==> src/rtl/writeback_unit.sv <==
// Writeback stage: retires ALU results and loads into the x0..x15 register file.
// Loads wait for the memory response, are lane-aligned and extended, then written.
module writeback_unit #(
    parameter int unsigned LOAD_TIMEOUT = 16
) (
    input  logic        I_clk,
    input  logic        I_rst_n,
    input  logic        I_valid,
    output logic        O_ready,
    input  logic [3:0]  I_rd,
    input  logic [31:0] I_alu_result,
    input  logic        I_is_load,
    input  logic [2:0]  I_funct3,
    input  logic        I_mem_rvalid,
    input  logic [31:0] I_mem_rdata,
    output logic        O_regwen,
    output logic [3:0]  O_rd,
    output logic [31:0] O_data,
    output logic        O_pending,
    output logic [3:0]  O_pending_rd,
    output logic        O_misaligned,
    output logic        O_illegal,
    output logic        O_timeout
);

    typedef enum logic {
        S_IDLE,
        S_WAIT
    } state_t;

    localparam logic [7:0] CNT_LAST = 8'(LOAD_TIMEOUT - 1);

    state_t      state_q, state_d;
    logic [3:0]  prd_q, prd_d;
    logic [2:0]  f3_q, f3_d;
    logic [1:0]  lane_q, lane_d;
    logic [7:0]  cnt_q, cnt_d;
    logic        regwen_q, regwen_d;
    logic [3:0]  wrd_q, wrd_d;
    logic [31:0] data_q, data_d;
    logic        mis_q, mis_d;
    logic        ill_q, ill_d;
    logic        tmo_q, tmo_d;

    logic        accept;
    logic        f3_bad;
    logic        addr_bad;
    logic [31:0] shifted;
    logic [7:0]  lane_b;
    logic [15:0] lane_h;
    logic [31:0] load_val;

    assign accept = I_valid && (state_q == S_IDLE);

    // Load legality and alignment, evaluated on the incoming instruction
    always_comb begin
        f3_bad   = (I_funct3 == 3'd3) || (I_funct3 == 3'd6) || (I_funct3 == 3'd7);
        addr_bad = ((I_funct3[1:0] == 2'd1) && I_alu_result[0])
                || ((I_funct3 == 3'd2) && (I_alu_result[1:0] != 2'd0));
    end

    // Lane extraction and sign/zero extension of the returned word
    always_comb begin
        shifted = I_mem_rdata >> {lane_q, 3'b000};
        lane_b  = shifted[7:0];
        lane_h  = lane_q[1] ? I_mem_rdata[31:16] : I_mem_rdata[15:0];
        unique case (f3_q)
            3'd0:    load_val = {{24{lane_b[7]}}, lane_b};
            3'd4:    load_val = {24'd0, lane_b};
            3'd1:    load_val = {{16{lane_h[15]}}, lane_h};
            3'd5:    load_val = {16'd0, lane_h};
            default: load_val = I_mem_rdata;
        endcase
    end

    // Next-state and registered-output logic
    always_comb begin
        state_d  = state_q;
        prd_d    = prd_q;
        f3_d     = f3_q;
        lane_d   = lane_q;
        cnt_d    = cnt_q;
        regwen_d = 1'b0;
        wrd_d    = wrd_q;
        data_d   = data_q;
        mis_d    = 1'b0;
        ill_d    = 1'b0;
        tmo_d    = 1'b0;
        unique case (state_q)
            S_IDLE: begin
                if (accept) begin
                    if (!I_is_load) begin
                        regwen_d = (I_rd != 4'd0);
                        wrd_d    = I_rd;
                        data_d   = I_alu_result;
                    end else if (f3_bad) begin
                        ill_d = 1'b1;
                    end else if (addr_bad) begin
                        mis_d = 1'b1;
                    end else begin
                        state_d = S_WAIT;
                        prd_d   = I_rd;
                        f3_d    = I_funct3;
                        lane_d  = I_alu_result[1:0];
                        cnt_d   = 8'd0;
                    end
                end
            end
            S_WAIT: begin
                if (I_mem_rvalid) begin
                    state_d  = S_IDLE;
                    regwen_d = (prd_q != 4'd0);
                    wrd_d    = prd_q;
                    data_d   = load_val;
                end else if (cnt_q == CNT_LAST) begin
                    state_d = S_IDLE;
                    tmo_d   = 1'b1;
                end else begin
                    cnt_d = cnt_q + 8'd1;
                end
            end
            default: state_d = S_IDLE;
        endcase
    end

    // State and output registers with synchronous active-low reset
    always_ff @(posedge I_clk) begin
        if (!I_rst_n) begin
            state_q  <= S_IDLE;
            prd_q    <= 4'd0;
            f3_q     <= 3'd0;
            lane_q   <= 2'd0;
            cnt_q    <= 8'd0;
            regwen_q <= 1'b0;
            wrd_q    <= 4'd0;
            data_q   <= 32'd0;
            mis_q    <= 1'b0;
            ill_q    <= 1'b0;
            tmo_q    <= 1'b0;
        end else begin
            state_q  <= state_d;
            prd_q    <= prd_d;
            f3_q     <= f3_d;
            lane_q   <= lane_d;
            cnt_q    <= cnt_d;
            regwen_q <= regwen_d;
            wrd_q    <= wrd_d;
            data_q   <= data_d;
            mis_q    <= mis_d;
            ill_q    <= ill_d;
            tmo_q    <= tmo_d;
        end
    end

    assign O_ready      = (state_q == S_IDLE);
    assign O_pending    = (state_q == S_WAIT);
    assign O_pending_rd = O_pending ? prd_q : 4'd0;
    assign O_regwen     = regwen_q;
    assign O_rd         = wrd_q;
    assign O_data       = data_q;
    assign O_misaligned = mis_q;
    assign O_illegal    = ill_q;
    assign O_timeout    = tmo_q;

endmodule

==> config.mk <==
export PLATFORM = sky130hd
export DESIGN_NAME = writeback_unit
export DESIGN_NICKNAME = d
export VERILOG_FILES = /design/src/rtl/writeback_unit.sv
export SDC_FILE = /design/constraint.sdc
export NUM_CORES = 1
export LEC_CHECK = 0
export ABC_AREA = 1
export BUFFER_PORTS_ARGS = -buffer_cell sky130_fd_sc_hd__buf_4
export CORE_ASPECT_RATIO = 2
export CORE_MARGIN = 5
export CORE_UTILIZATION = 50
export DETAILED_ROUTE_END_ITERATION = 6
export GPL_TIMING_DRIVEN = 0
export PLACE_DENSITY = 0.81
export SYNTH_ARGS = -nofsm -noshare
export SYNTH_HDL_FRONTEND = slang
export SYNTH_SLANG_ARGS = --single-unit
export TNS_END_PERCENT = 10
==> constraint.sdc <==
create_clock -name I_clk -period 1.5 [get_ports I_clk]
set_input_delay 0.15 -clock I_clk [delete_from_list [all_inputs] [get_ports I_clk]]
set_output_delay 0.15 -clock I_clk [all_outputs]
set_load 0.01 [all_outputs]
* After elaboration in Yosys (flattened, before gate mapping)
Cells that the tools add are included.
** Operators by class
- Equal/unequal tests :: 17
- Shift operators :: 1
- Reductions and logical operators :: 16
- Bitwise gates (word level) :: 6
- Add/subtract/negate cells :: 1
- Muxes and demuxes :: 32
** Operator list (number)
- $pmux W32 S4 :: 1
- $mux W32 :: 3
- $pmux W32 S2 :: 1
- $mux W8 :: 6
- $shr A32 B5 Y8 :: 1
- $mux W16 :: 1
- $mux W4 :: 4
- $pmux W8 S2 :: 1
- $eq A3 B3 Y1 const B :: 4
- $mux W1 :: 12
- $ne A2 B2 Y1 const B :: 6
- $add A8 B1 Y8 const B :: 1
- $eq A8 B4 Y1 const B :: 1
- $pmux W4 S2 :: 1
- $reduce_bool A4 Y1 :: 2
- $eq A3 B2 Y1 const B :: 2
- $not A1 Y1 :: 6
- $reduce_and A6 Y1 :: 1
- $reduce_and A5 Y1 :: 1
- $reduce_or A5 Y1 :: 1
- $ne A2 B1 Y1 const B :: 2
- $pmux W1 S2 :: 2
- $reduce_or A4 Y1 :: 1
- $eq A3 B1 Y1 const B :: 1
- 7 further kinds :: 11
** Word-level totals
- Output and inout port bits :: 46
- Input bits :: 76
- Register bits after elaboration :: 58
- Word-level logic and storage cells :: 84

* Depth between registers and ports, before layout
- Depth in word-level cells :: 8
- Gate-level depth with buffers :: 11
- Depth with buffers taken out :: 9

* Least setup slack after synthesis
OpenSTA, ideal clock, no wires.
- Kind :: register -> register
- From :: register state_q, in the netlist O_pending
- To :: register data_q[2], in the netlist O_data[2]
- Stages on the path, launching flop included :: 11
- Buffers on the path :: 3
- Arrival :: 1.301 ns
- Required time :: 1.385 ns
- Slack :: 0.085 ns
- Library setup time :: 0.115 ns
- Clock period less this slack :: 1.415 ns
- Cell sequence :: dfxtp_1 > buf_6 > inv_4 > nand2_2 > inv_2 > a21oi_4 > inv_2 > buf_6 > buf_6 > o21ai_1 > nor2_1
** Between the ends
- Cells in the longest elaborated chain, start to end :: 4
- Elaborated cells on any way between the ends :: 7
** Ends and longest elaborated chain
- start, declared :: line 33 : state_t state_q, state_d;
- start signal, assigned :: line 141 : state_q <= state_d;
- $not A1 Y1 (no line)
- $logic_and A1 B1 Y1 :: line 53 : assign accept = I_valid && (state_q == S_IDLE);
- $ne A2 B1 Y1 (no line)
- $reduce_and A3 Y1 (no line)
- end signal, assigned :: line 148 : data_q <= data_d;
- end, declared :: line 40 : logic [31:0] data_q, data_d;
Several ways; a longest one is shown, not always the timed one.
A chain may end at the register's enable or synchronous reset.

* Final worst setup path
- From :: register state_q, in the netlist O_pending
- To :: register data_q[28], in the netlist O_data[28]
Same word-level chain as after synthesis.

==> results.cfg <==
[global_routing]
grt_pass1_vias = 3901
grt_antenna_before_repair = 0
grt_usage_pct = 30.2
grt_max_degree = 11
grt_pass1_wl_um = 18400
gr-total-overflow = 0

[timing]
period_share_pct = 105
post-route-min-period_ps = 1570
slew_headroom_pct = 52.4
setup_viol = 15
clock_skew_ps = 4.64
max_freq_ghz = 0.636
tightest_slew_ps = 714
setup_slack_ps = -72.4
rsz0062_at_grt = true
slew_viol_final = 0
hold_viol = 0

[cts]
clk_path_buf_depth = 2
clk_pin_slew_ps = 50
clk_latency_ps = 340
cts.sinks = 58
cts_max_level = 3
ctsHoldBuffers = 0
root_buffer = clkbuf_16
cts_tree = built
cts_buffers = 9

[place]
dp_slack_ps = -175
placedCellCount = 704
dpl.hpwl_um = 9510
io_buffers = 120
gp_congestion = 1.03

[layout]
final.fill_count = 509
final_util_pct = 77.4
area_growth_pct = 50.4
layout.nets = 717
n_antenna_cell = 0
layout-drive-gt1-share_pct = 34.7
finalNonFillerCells = 729

[synth]
synth_compound_area_share_pct = 23.9
syn_area_per_cell_sq_um = 6.52
synthXorXnorAreaFrac_pct = 0.270
synth-adder-area-share_pct = 0.385
synthMuxAreaShare_pct = 0
synthTopCellsByArea = dfxtp_1, nand2_1, a21oi_1, o21ai_0, nand3_1
yosysSeqAreaShare_pct = 35.8
synthesis.instances = 498
synth_warnings = 0
syn_nets = 575
yosysTopAreaCellShare_pct = 35.8
synth_simple_gate_area_share_pct = 29.2
synthesis.area_sq_um = 3250
synth_cell_types = 27
yosysTopAreaCell = dfxtp_1
synth_top_family_by_area = simple AND/OR/NAND/NOR gates
ys_ff_latch = 58

[floorplan]
die_h_um = 124
coreArea_sq_um = 6310
row_count = 41
start_util_pct = 51.5
die_area_sq_um = 8300
die_w_um = 67.0
pin_count = 122

[outcome]
violations = negative setup slack
status = finished with violations

[critical_path]
rr_startpoint = O_pending$_SDFF_PN0_
cp.arrival_ps = 1800
path_cells = buf_8 > inv_8 > nand2_8 > inv_4 > a21oi_4 > inv_4 > buf_8 > clkbuf_16 > o21ai_2 > a21oi_2
crit_path_end_kind = flop
path_max_fanout = 9
start_kind = flop
path_delay_family = buffers and inverters
cp_slowest_stage_delay_ps = 340
crit_path_top_delay_cell = dfxtp_2
crit_buf_inv = 6
worstPathRequired_ps = 1730
criticalPathCategory = reg -> reg
startpoint = O_pending$_SDFF_PN0_

[hold_path]
min_from = I_alu_result[11]
hp-class = in -> reg

[route]
viasPerCell = 5.62
wl_um = 13200
top_layer_used = met4
drt_iter0_drc = 379
met1_length_um = 4340
drc = 0
wl_met2_um = 7100
wl_met3_um = 861
first_pass_iters = 6
routedWlPerCell_um = 18.1
antenna_left = 0
vias = 4097

[power_and_ir_drop]
power_mw = 4.79
p_leak_nw = 2.29
cellPowerDensity_nw_per_um2 = 980
irDropWorstVdd_mv = 0.915

[run]
drv_cap = 0
[cells in the mapped netlist]
master	n
a21oi_4	1
buf_2	4
o21ai_0	44
or2_2	17
o211ai_1	4
inv_6	1
nor2_1	27
nand4_1	2
inv_4	1
nand2_2	2
dfxtp_1	58
buf_1	1
ha_1	1
nor3b_1	1
o21ai_1	11
inv_1	32
clkinv_1	1
inv_2	3
nand4_4	1
nor3_1	4
buf_4	6
xnor2_1	1
a21oi_1	91
buf_6	6
nand2_1	123
nand3_1	41
clkbuf_1	14
[cells in the final DEF, fill, tap and decap left out, types with 2 or more instances in the layout]
master	synthesis	routed
a21oi_1	91	83
a21oi_2	0	8
buf_2	4	3
buf_4	6	131
buf_6	6	8
buf_8	0	2
clkbuf_1	14	10
clkbuf_16	0	11
clkbuf_4	0	3
clkbuf_8	0	2
clkinv_2	0	2
dfxtp_1	58	55
dfxtp_2	0	3
inv_1	32	31
inv_4	1	3
nand2_1	123	119
nand2_2	2	3
nand2_4	0	2
nand3_1	41	40
nand4_1	2	2
nor2_1	27	25
nor3_1	4	4
o211ai_1	4	4
o21ai_0	44	25
o21ai_1	11	18
o21ai_2	0	11
or2_2	17	17
[sequential cells by signal (all words and copies together) (netlist names)]
signal	flops
O_timeout	1
O_data	32
O_misaligned	1
f3_q	3
cnt_q	8
O_pending	1
prd_q	4
lane_q	2
O_regwen	1
O_rd	4
O_illegal	1
[tightest hold or removal path, cell delays in order]
cell	delay, ps
buf_4	70
a21oi_1	50
a21oi_1	120
[final cells by class]
class	count	area, sq um	area share, %
inverter	38	163	3.33
buffer	31	241	4.94
sequential	58	1160	23.9
timing repair buffer	131	1020	20.8
clock inverter	3	40.0	0.820
tap	86	108	2.20
clock buffer	11	253	5.18
multi-input combinational	371	1900	38.9
[where the power goes]
| part | total (mW) | switching [mW] | internal, mW |
|---|---|---|---|
| Sequential | 1.70 | 0.0620 | 1.64 |
| Clock | 2.07 | 0.717 | 1.35 |
| Combinational | 1.02 | 0.544 | 0.474 |
[worst paths after layout]
check | end | depth (start not counted) | slack, ps
worst min register to register | prd_q[0]$_SDFFE_PN0P_ | 2 | 480
worst max register to register | O_data[28]$_SDFFE_PN0P_ | 10 | -70
worst max-delay path | O_data[28]$_SDFFE_PN0P_ | 10 | -70
worst min-delay path | O_data[11]$_SDFFE_PN0P_ | 3 | 100
[cell families after synthesis]
group	after synthesis
AOI/OAI and AO/OA	151
and+or+nand+nor	218
DFF	58
xor gates and xnor gates	1
adders and majority gates	1
buffers and inverters	69
[routing by layer]
layer / track usage [%] / vias up
li1: - / 1943
met1: 28.4 / 1878
met2: 55.2 / 209
met3: 7.85 / 67
met4: 20.3 / 0
met5: 0 / -
[through the flow]
step / hold WS [ps] / setup TNS, ps / cell area (sq um)
floorplan: 308 / 0 / 3250
global placement: 414 / -2890 / 4260
detailed placement: 422 / -4160 / 4260
CTS: 73.5 / -1240 / 4580
global route: 98.3 / -2460 / 4880
finish: 100 / -508 / 4880
[timing repair]
action	in CTS	in global routing
buffers inserted	0	8
cloned	0	3
setup endpoints to repair	49	57
gates resized for setup	22	61
pin swaps	1	5
Note: power is estimated with default switching activity, not from simulation.
